## src/rtl/affine_filt_ctrl_11_if.sv

```systemverilog
// affine_filt_ctrl_11_if: sample-in and filtered-out valid/ready streams
interface affine_filt_ctrl_11_if #(parameter int SUM_W = 17);
  logic in_valid;
  logic in_ready;
  logic signed [10:0] in_data;
  logic out_valid;
  logic out_ready;
  logic signed [SUM_W-1:0] out_data;
  modport master (output in_valid, in_data, out_ready, input in_ready, out_valid, out_data);
  modport slave (input in_valid, in_data, out_ready, output in_ready, out_valid, out_data);
endinterface

```

## src/rtl/affine_filt_ctrl_11.sv

```systemverilog
// affine_filt_ctrl_11: row sequencer feeding a 6-tap window to the MCM filter bank
module affine_filt_ctrl_11 #(
  parameter int BLK_W = 16,
  parameter int SUM_W = 17,
  parameter int ROW_W = 6
) (
  input  logic                    clk,
  input  logic                    rst,
  input  logic                    start,
  input  logic [3:0]              frac_in,
  input  logic [ROW_W-1:0]        rows_in,
  affine_filt_ctrl_11_if.slave    s,
  output logic signed [10:0]      win0,
  output logic signed [10:0]      win1,
  output logic signed [10:0]      win2,
  output logic signed [10:0]      win3,
  output logic signed [10:0]      win4,
  output logic signed [10:0]      win5,
  output logic [3:0]              frac_sel,
  input  logic signed [SUM_W-1:0] filt_sum,
  output logic                    busy,
  output logic                    done,
  output logic                    err
);
  localparam int CW = $clog2(BLK_W + 5);
  typedef enum logic [1:0] {IDLE, FILL, RUN, LAST} state_t;
  state_t state_q, state_d;
  logic signed [10:0] win_q [6];
  logic signed [10:0] win_d [6];
  logic [3:0] frac_q, frac_d;
  logic [ROW_W-1:0] rows_q, rows_d;
  logic [CW-1:0] cnt_q, cnt_d;
  logic ov_q, ov_d, done_q, done_d, err_q, err_d;
  logic acc;
  always_ff @(posedge clk) begin
    if (rst) begin
      state_q <= IDLE;
      win_q   <= '{default: '0};
      frac_q  <= '0;
      rows_q  <= '0;
      cnt_q   <= '0;
      ov_q    <= 1'b0;
      done_q  <= 1'b0;
      err_q   <= 1'b0;
    end else begin
      state_q <= state_d;
      win_q   <= win_d;
      frac_q  <= frac_d;
      rows_q  <= rows_d;
      cnt_q   <= cnt_d;
      ov_q    <= ov_d;
      done_q  <= done_d;
      err_q   <= err_d;
    end
  end
  // cnt_q counts accepted samples of the current row: 5 fill samples, then BLK_W output columns
  always_comb begin
    state_d = state_q;
    win_d   = win_q;
    frac_d  = frac_q;
    rows_d  = rows_q;
    cnt_d   = cnt_q;
    ov_d    = ov_q;
    done_d  = 1'b0;
    err_d   = 1'b0;
    if (acc) begin
      for (int i = 0; i < 5; i++) win_d[i] = win_q[i+1];
      win_d[5] = s.in_data;
      cnt_d = cnt_q + 1'b1;
    end
    case (state_q)
      IDLE: if (start) begin
        if (frac_in == 0 || rows_in == 0) err_d = 1'b1;
        else begin
          frac_d  = frac_in;
          rows_d  = rows_in;
          cnt_d   = '0;
          win_d   = '{default: '0};
          state_d = FILL;
        end
      end
      FILL: if (acc && cnt_q == CW'(4)) state_d = RUN;
      RUN: begin
        ov_d = acc ? 1'b1 : (s.out_ready ? 1'b0 : ov_q);
        if (acc && cnt_q == CW'(BLK_W + 4)) state_d = LAST;
      end
      LAST: if (ov_q && s.out_ready) begin
        ov_d = 1'b0;
        if (rows_q != 1) begin
          rows_d  = rows_q - 1'b1;
          cnt_d   = '0;
          win_d   = '{default: '0};
          state_d = FILL;
        end else begin
          done_d  = 1'b1;
          state_d = IDLE;
        end
      end
      default: state_d = IDLE;
    endcase
  end
  always_comb begin
    s.in_ready  = state_q == FILL ? 1'b1 : state_q == RUN ? (!ov_q || s.out_ready) : 1'b0;
    acc         = s.in_valid && s.in_ready;
    s.out_valid = ov_q;
    s.out_data  = filt_sum;
    busy        = state_q != IDLE;
    done        = done_q;
    err         = err_q;
    frac_sel    = frac_q;
    win0        = win_q[0];
    win1        = win_q[1];
    win2        = win_q[2];
    win3        = win_q[3];
    win4        = win_q[4];
    win5        = win_q[5];
  end
endmodule

```

## src/flat_wrapper.sv

```systemverilog
// flat-port wrapper written by rule: the top's interface ports become plain ports
module affine_filt_ctrl_11_flat 
#(
  parameter int BLK_W = 16,
  parameter int SUM_W = 17,
  parameter int ROW_W = 6
)
  (clk, rst, start, frac_in, rows_in, win0, win1, win2, win3, win4, win5, frac_sel, filt_sum, busy, done, err, s_in_valid, s_in_data, s_out_ready, s_in_ready, s_out_valid, s_out_data);
  affine_filt_ctrl_11_if #(.SUM_W(SUM_W)) s_i ();
  input  logic clk;
  input  logic rst;
  input  logic start;
  input  logic [3:0] frac_in;
  input  logic [ROW_W-1:0] rows_in;
  output logic signed [10:0] win0;
  output logic signed [10:0] win1;
  output logic signed [10:0] win2;
  output logic signed [10:0] win3;
  output logic signed [10:0] win4;
  output logic signed [10:0] win5;
  output logic [3:0] frac_sel;
  input  logic signed [SUM_W-1:0] filt_sum;
  output logic busy;
  output logic done;
  output logic err;
  input wire logic [$bits(s_i.in_valid)-1:0] s_in_valid;
  input wire logic [$bits(s_i.in_data)-1:0] s_in_data;
  input wire logic [$bits(s_i.out_ready)-1:0] s_out_ready;
  output wire logic [$bits(s_i.in_ready)-1:0] s_in_ready;
  output wire logic [$bits(s_i.out_valid)-1:0] s_out_valid;
  output wire logic [$bits(s_i.out_data)-1:0] s_out_data;
  assign s_i.in_valid = s_in_valid;
  assign s_i.in_data = s_in_data;
  assign s_i.out_ready = s_out_ready;
  assign s_in_ready = s_i.in_ready;
  assign s_out_valid = s_i.out_valid;
  assign s_out_data = s_i.out_data;
  affine_filt_ctrl_11 #(.BLK_W(BLK_W), .SUM_W(SUM_W), .ROW_W(ROW_W)) u_core (.clk(clk), .rst(rst), .start(start), .frac_in(frac_in), .rows_in(rows_in), .s(s_i), .win0(win0), .win1(win1), .win2(win2), .win3(win3), .win4(win4), .win5(win5), .frac_sel(frac_sel), .filt_sum(filt_sum), .busy(busy), .done(done), .err(err));
endmodule
```

## config.mk

```make
export PLATFORM = sky130hd
export DESIGN_NAME = affine_filt_ctrl_11_flat
export DESIGN_NICKNAME = d
export VERILOG_FILES = /design/src/rtl/affine_filt_ctrl_11_if.sv /design/src/rtl/affine_filt_ctrl_11.sv /design/src/flat_wrapper.sv
export SDC_FILE = /design/constraint.sdc
export NUM_CORES = 1
export LEC_CHECK = 0
export CAP_MARGIN = 20
export CORE_AREA = 2 2 91 93
export DETAILED_ROUTE_END_ITERATION = 10
export DIE_AREA = 0 0 93 95
export PLACE_DENSITY = 0.84
export SLEW_MARGIN = 10
export SYNTH_ARGS = -nofsm -noshare
export SYNTH_HDL_FRONTEND = slang
export SYNTH_SLANG_ARGS = --single-unit
```

## constraint.sdc

```tcl
create_clock -name clk -period 3.1 [get_ports clk]
set_clock_uncertainty 0.15 [all_clocks]
set_input_delay 0.62 -clock clk [delete_from_list [all_inputs] [get_ports clk]]
set_output_delay 0.62 -clock clk [all_outputs]
set_load 0.01 [all_outputs]
```

==> results of run 1 <==
==> synth_stat cells (2+ instances only) <==
library cell    n
nand2_1       142
dfxtp_1        86
a21oi_1        64
nor2_1         19
buf_4          18
a21oi_2        13
clkbuf_1       11
inv_1          10
buf_6           8
ha_1            8
o21ai_0         8
mux2i_1         5
buf_2           4
nand3_1         4
nor3_1          4
and3_1          3
nor4_1          3
or2_2           3
xor2_1          3
a21o_1          2
nand2b_1        2
nand3_2         2
==> path summary, 6_finish.rpt <==
path,start,endpoint,slack [ps],cells past startpoint
hold / removal,u_core.win0[1]$_SDFF_PP0_,u_core.win0[1]$_SDFF_PP0_,310,2
hold reg to reg,u_core.win0[1]$_SDFF_PP0_,u_core.win0[1]$_SDFF_PP0_,310,2
setup reg to reg,u_core.state_q[0]$_SDFFE_PP0P_,u_core.win5[5]$_SDFF_PP0_,560,8
setup / recovery,s_out_ready,s_in_ready,290,4
==> sequential cells by signal (all words and copies together) (netlist names) <==
signal              flops
u_core.win0            11
u_core.win1            11
u_core.win2            11
u_core.win3            11
u_core.win4            11
u_core.win5            11
u_core.rows_q           6
u_core.cnt_q            5
u_core.frac_sel         4
u_core.state_q          2
u_core.done             1
u_core.err              1
u_core.s.out_valid      1
==> logic make-up (layout without fill, tap and decap cells) <==
kind of cell    count (synthesis)  in the layout  synth area share (%)
xor+xnor                        4              4                 0.959
compound gates                 99             99                  16.8
mux                             5              5                  1.37
fa+ha+maj                       8              8                  2.74
simple gates                  189            189                  21.6
buf+inv                        53            132                  9.35
flops                          86             86                  47.1
==> per-layer routing <==
layer,vias to the layer above,wire length (microns)
met2,62,4050
li1,1599,-
met5,-,0
met4,0,160
met1,1424,3690
met3,14,377
==> stage by stage <==
| step | instance area, sq um | worst slack [ps] | power, mW | hold slack, ps |
|---|---|---|---|---|
| after detailed placement | 4570 | 263 | 2.36 | 298 |
| after global placement | 4570 | 304 | 2.32 | 292 |
| after floorplan | 3650 | 998 | 2.13 | 300 |
| after CTS | 4770 | 280 | 3.14 | 310 |
| final | 4770 | 286 | 3.12 | 307 |
| after global routing | 4770 | 217 | 3.30 | 326 |
==> worst register-to-register path: cells and delay by family (launching register included) <==
family | cells | cell delay (ps)
AND/OR/NAND/NOR | 2 | 310
AO/OA/AOI/OAI | 3 | 830
flip-flops | 1 | 370
buffers and inverters | 2 | 440
adder cells (fa/ha/maj) | 1 | 320
==> final cells by class <==
type,count,area (sq um),share of cell area (%)
Tap cell,105,131,2.76
Clock buffer,9,124,2.60
Clock inverter,6,71.3,1.50
Multi-Input combinational cell,305,1600,33.5
Sequential cell,86,1720,36.1
Inverter,11,41.3,0.866
Timing Repair Buffer,106,1080,22.7
==> power groups by stage <==
stage	clock [mW]	sequential (mW)	combinational, mW
finish	0.773	1.25	1.09
global route	0.836	1.26	1.20
CTS	0.792	1.25	1.09
detailed placement	0	1.28	1.09
global placement	0	1.27	1.05
floorplan	0	1.28	0.847
==> run metrics, run 1 <==
status=complete, no violations; DIE WIDTH=between 90 and 100 microns; Placed Cells=613; clk_lat worst skew=340 ps; critical path required time=around 2300 ps; Final Slew Violations=0; postcts setup bufs=0; die area=between 0.008 and 0.009 sq mm; Vias=between 3000 and 4000; Layout fillers=around 710; DRC errors left=0; Synth Register Bits=86; max-cap viol count=0; Comb power frac=between 30% and 40%; total routed wirelength=slightly above 8000 microns; CP dominant cell by count=clkdlybuf4s50_1; Initial Util=between 40 and 50%; clock group share of total power=24.8%; pin count of the biggest net entering global routing=slightly below 70; clock sinks=between 80 and 90; Hold Crit Class=reg2reg; yosys warns=0; met1 Track Usage GR=23.0%; die height=roughly 95 microns; post-route ant nets=0; row cnt=33; CTS buffer count=9; Ant. Diodes=0; final hold viol count=0; first-pass GRT wire length=about 13000 microns; Total GRT Usage=between 10% and 20%; share of cells above drive strength 1=8.80%; io pins=between 100 and 150; core area=roughly 0.0079 sq mm; utilization after layout=60.1%; CP Data Arrival Time=between 2000 and 2500 ps; 1st-pass router iterations=6; Synth top area share=47.1%; Clock Tree Buf Depth=2; P_int=between 1.5 and 2 mW; Critical Path, Cell by Cell=clkdlybuf4s50_1, nand2b_1, a21o_1, clkdlybuf4s50_1; met2 Track Usage GR=slightly above 30%; most frequent cells in the layout=nand2_1, clkdlybuf4s50_1, dfxtp_1, a21oi_1, nor2_1; Rel. slew slack=between 50% and 60%; Synth area leaders=dfxtp_1, nand2_1, a21oi_1; VDD IR-drop max=299 uV; Setup-failing EPs final=0; Detailed Place HPWL=5770 microns; vias in the first global route=roughly 2800; Fin Setup TNS=0 ps; CP top delay family=buffers and inverters; Worst path max stage delay=approximately 580 ps; Worst path slowest cell=clkdlybuf4s50_1; drt via density=roughly 4.9; Net Switching=1.16 mW; max frequency=roughly 0.36 GHz; Area Overhead vs Synth=30.5%; Initial DRC Count=~240; clock-pin slew on the worst setup and hold paths=around 90 ps; post-synthesis sequential area ratio=a little under half; WL/cell=13.2 microns; hold buffers post-CTS=0; CTS H-tree lvls=3; Setup CP Type=in2out; Power Density=about 650 mW/mm^2; Post-synth EDFFs=0; Finished Layout Cells=about 630; period utilisation layout=90.8%; NumNets Final=570; synthesized instance count=444; Leak=roughly 1.6 nW; met3 Use GR=under 10%; # resized after CTS=0; RSZ-0062 raised after global routing=false; slew of the pin with the lowest slew margin=734 ps; Port Buffers=100; gpl congestion=around 0.79; CP endpoint kind=primary output; startpoint types=input port; Most Crowded Layer GR=met2; Synth area leader=dfxtp_1; CTS tree=done; cell area after synthesis=~0.0037 sq mm; most common cell after layout, fill and taps aside=nand2_1; switch share=about 37%; initial antenna violation count=0; Period minus WS final=2810 ps; Synth cell types=44; syn_nets=495; syn_area_per_cell=8.23 sq um; total global routing overflow=0; CTS Root Buffer Type=clkbuf_8; Synth async-reset ratio=0%; worst-path fanout max=7; worst path bufs/invs=2; Seq pwr share=40.2%; top_reg_cell synth=dfxtp_1
No activity file was read; power rests on OpenSTA's default activity.
==> inputs of run 2 (changes only) <==
CORE_AREA = 2 2 94 96   (was 2 2 91 93)
DIE_AREA = 0 0 96 98   (was 0 0 93 95)
GPL_TIMING_DRIVEN = 0   (was unset)
PLACE_DENSITY = 0.79   (was 0.84)
==> run 2 against run 1 <==
Effect of this change:
- sequential power hardly changed
- core utilization is 1.0 points higher
- clock power is 12% higher
- hold slack better by 2.3 ps
- non-clock buffer count is 53 higher
- combinational power is 14% higher
- first-iteration DRC count is 16% lower
- worst setup slack worse by 39 ps
- die area is 6.5% higher
- power is 7.7% higher
==> run metrics, run 2 (synthesis gave the netlist of run 1 again) <==
Initial DRC Count=200 (was 239); Layout fillers=741 (was 708); total routed wirelength=9090 microns (was 8280 microns); pin count of the biggest net entering global routing=16 (was 69); Final Slew Violations=0 (unchanged); die height=98 microns (was 95 microns); postcts setup bufs=0 (unchanged); Fin Setup TNS=0 ps (unchanged); DIE WIDTH=96 microns (was 93 microns); most frequent cells in the layout=nand2_1, clkdlybuf4s50_1, dfxtp_1, a21oi_1, nor2_1 (unchanged); Hold Crit Class=reg2reg (unchanged); CTS H-tree lvls=3 (unchanged); Setup CP Type=in2out (unchanged); Setup-failing EPs final=0 (unchanged); worst-path fanout max=7 (unchanged); Vias=3403 (was 3099); hold buffers post-CTS=0 (unchanged); vias in the first global route=3200 (was 2818); max frequency=0.351 GHz (was 0.355 GHz); final hold viol count=0 (unchanged); Period minus WS final=2850 ps (was 2810 ps); max-cap viol count=0 (unchanged); clock sinks=86 (unchanged); RSZ-0062 raised after global routing=false (unchanged); Port Buffers=117 (was 100); Clock Tree Buf Depth=2 (unchanged); Finished Layout Cells=684 (was 628); VDD IR-drop max=305 uV (was 299 uV); drt via density=4.98 (was 4.93); Ant. Diodes=0 (unchanged); share of cells above drive strength 1=12.0% (was 8.80%); Rel. slew slack=48.8% (was 50.7%); first-pass GRT wire length=14600 microns (was 13100 microns); NumNets Final=623 (was 570); io pins=135 (unchanged); hold path cells=2 (unchanged); CTS Root Buffer Type=clkbuf_8 (unchanged); post-route ant nets=0 (unchanged); Worst R2R Path Depth=8 (unchanged); Leak=1.79 nW (was 1.58 nW); period utilisation layout=92.0% (was 90.8%); Detailed Place HPWL=7000 microns (was 5770 microns); Placed Cells=669 (was 613); most common cell after layout, fill and taps aside=nand2_1 (unchanged); die area=0.00941 sq mm (was 0.00884 sq mm); initial antenna violation count=0 (unchanged); slew of the pin with the lowest slew margin=762 ps (was 734 ps); WL/cell=13.3 microns (was 13.2 microns); Initial Util=43.2% (was 46.1%); CTS buffer count=9 (unchanged); gpl congestion=0.837 (was 0.795); startpoint types=input port (unchanged); row cnt=34 (was 33); Power Density=648 mW/mm^2 (was 654 mW/mm^2); total global routing overflow=0 (unchanged); # resized after CTS=0 (unchanged); CP Data Arrival Time=2080 ps (was 2040 ps); clk_lat worst skew=360 ps (was 340 ps); status=complete, no violations (unchanged); Total GRT Usage=19.5% (was 18.5%); clock-pin slew on the worst setup and hold paths=80 ps (was 90 ps); CP endpoint kind=primary output (unchanged); Area Overhead vs Synth=41.7% (was 30.5%); DRC errors left=0 (unchanged); critical path required time=2330 ps (about the same); minimum hold slack=309 ps (was 307 ps); 1st-pass router iterations=5 (was 6); core area=0.00847 sq mm (was 0.00793 sq mm); CTS tree=done (unchanged)
run 2: cell type report:
class	instances	area (sq um)	share of cell area, %
repair buffers	117	1170	22.6
multi-input cells	305	1590	30.7
flip-flops and latches	86	1720	33.2
clock buffers	9	124	2.39
clock inverters	6	93.8	1.81
well taps	108	135	2.61
inverters	11	41.3	0.797
plain buffers	42	300	5.80
run 2: layer usage:
metal	global-route usage (%)	vias to the layer above	wire (microns)
li1	-	1710	-
met1	23.7	1561	3750
met2	32.7	120	4520
met3	4.32	12	632
met4	8.13	0	183
met5	0	-	0
run 2: critical path, cell delays in order:
cell             delay [ps]
clkdlybuf4s50_1         510
nand2b_1                120
a21o_1                  250
clkdlybuf4s50_1         590
run 2: where the power goes:
part,switching (mW),total [mW],internal (mW)
logic,0.745,1.24,0.493
registers,0.0707,1.25,1.18
clock network,0.406,0.862,0.456
run 2: worst paths after layout:
kind	start	to	slack (ps)
setup / recovery	s_out_ready	s_in_ready	250
hold / removal	u_core.win0[2]$_SDFF_PP0_	u_core.win0[2]$_SDFF_PP0_	310
setup reg to reg	u_core.state_q[0]$_SDFFE_PP0P_	u_core.win0[1]$_SDFF_PP0_	900
hold reg to reg	u_core.win0[2]$_SDFF_PP0_	u_core.win0[2]$_SDFF_PP0_	310
run 2: metrics by stage:
stage	power (mW)	utilization, %	cell area (sq um)	setup WS (ps)
global route	3.55	61.2	5180	197
global placement	2.48	58.6	4960	263
detailed placement	2.51	58.6	4960	243
CTS	3.37	61.2	5180	243
floorplan	2.13	-	3650	998
finish	3.36	61.2	5180	247
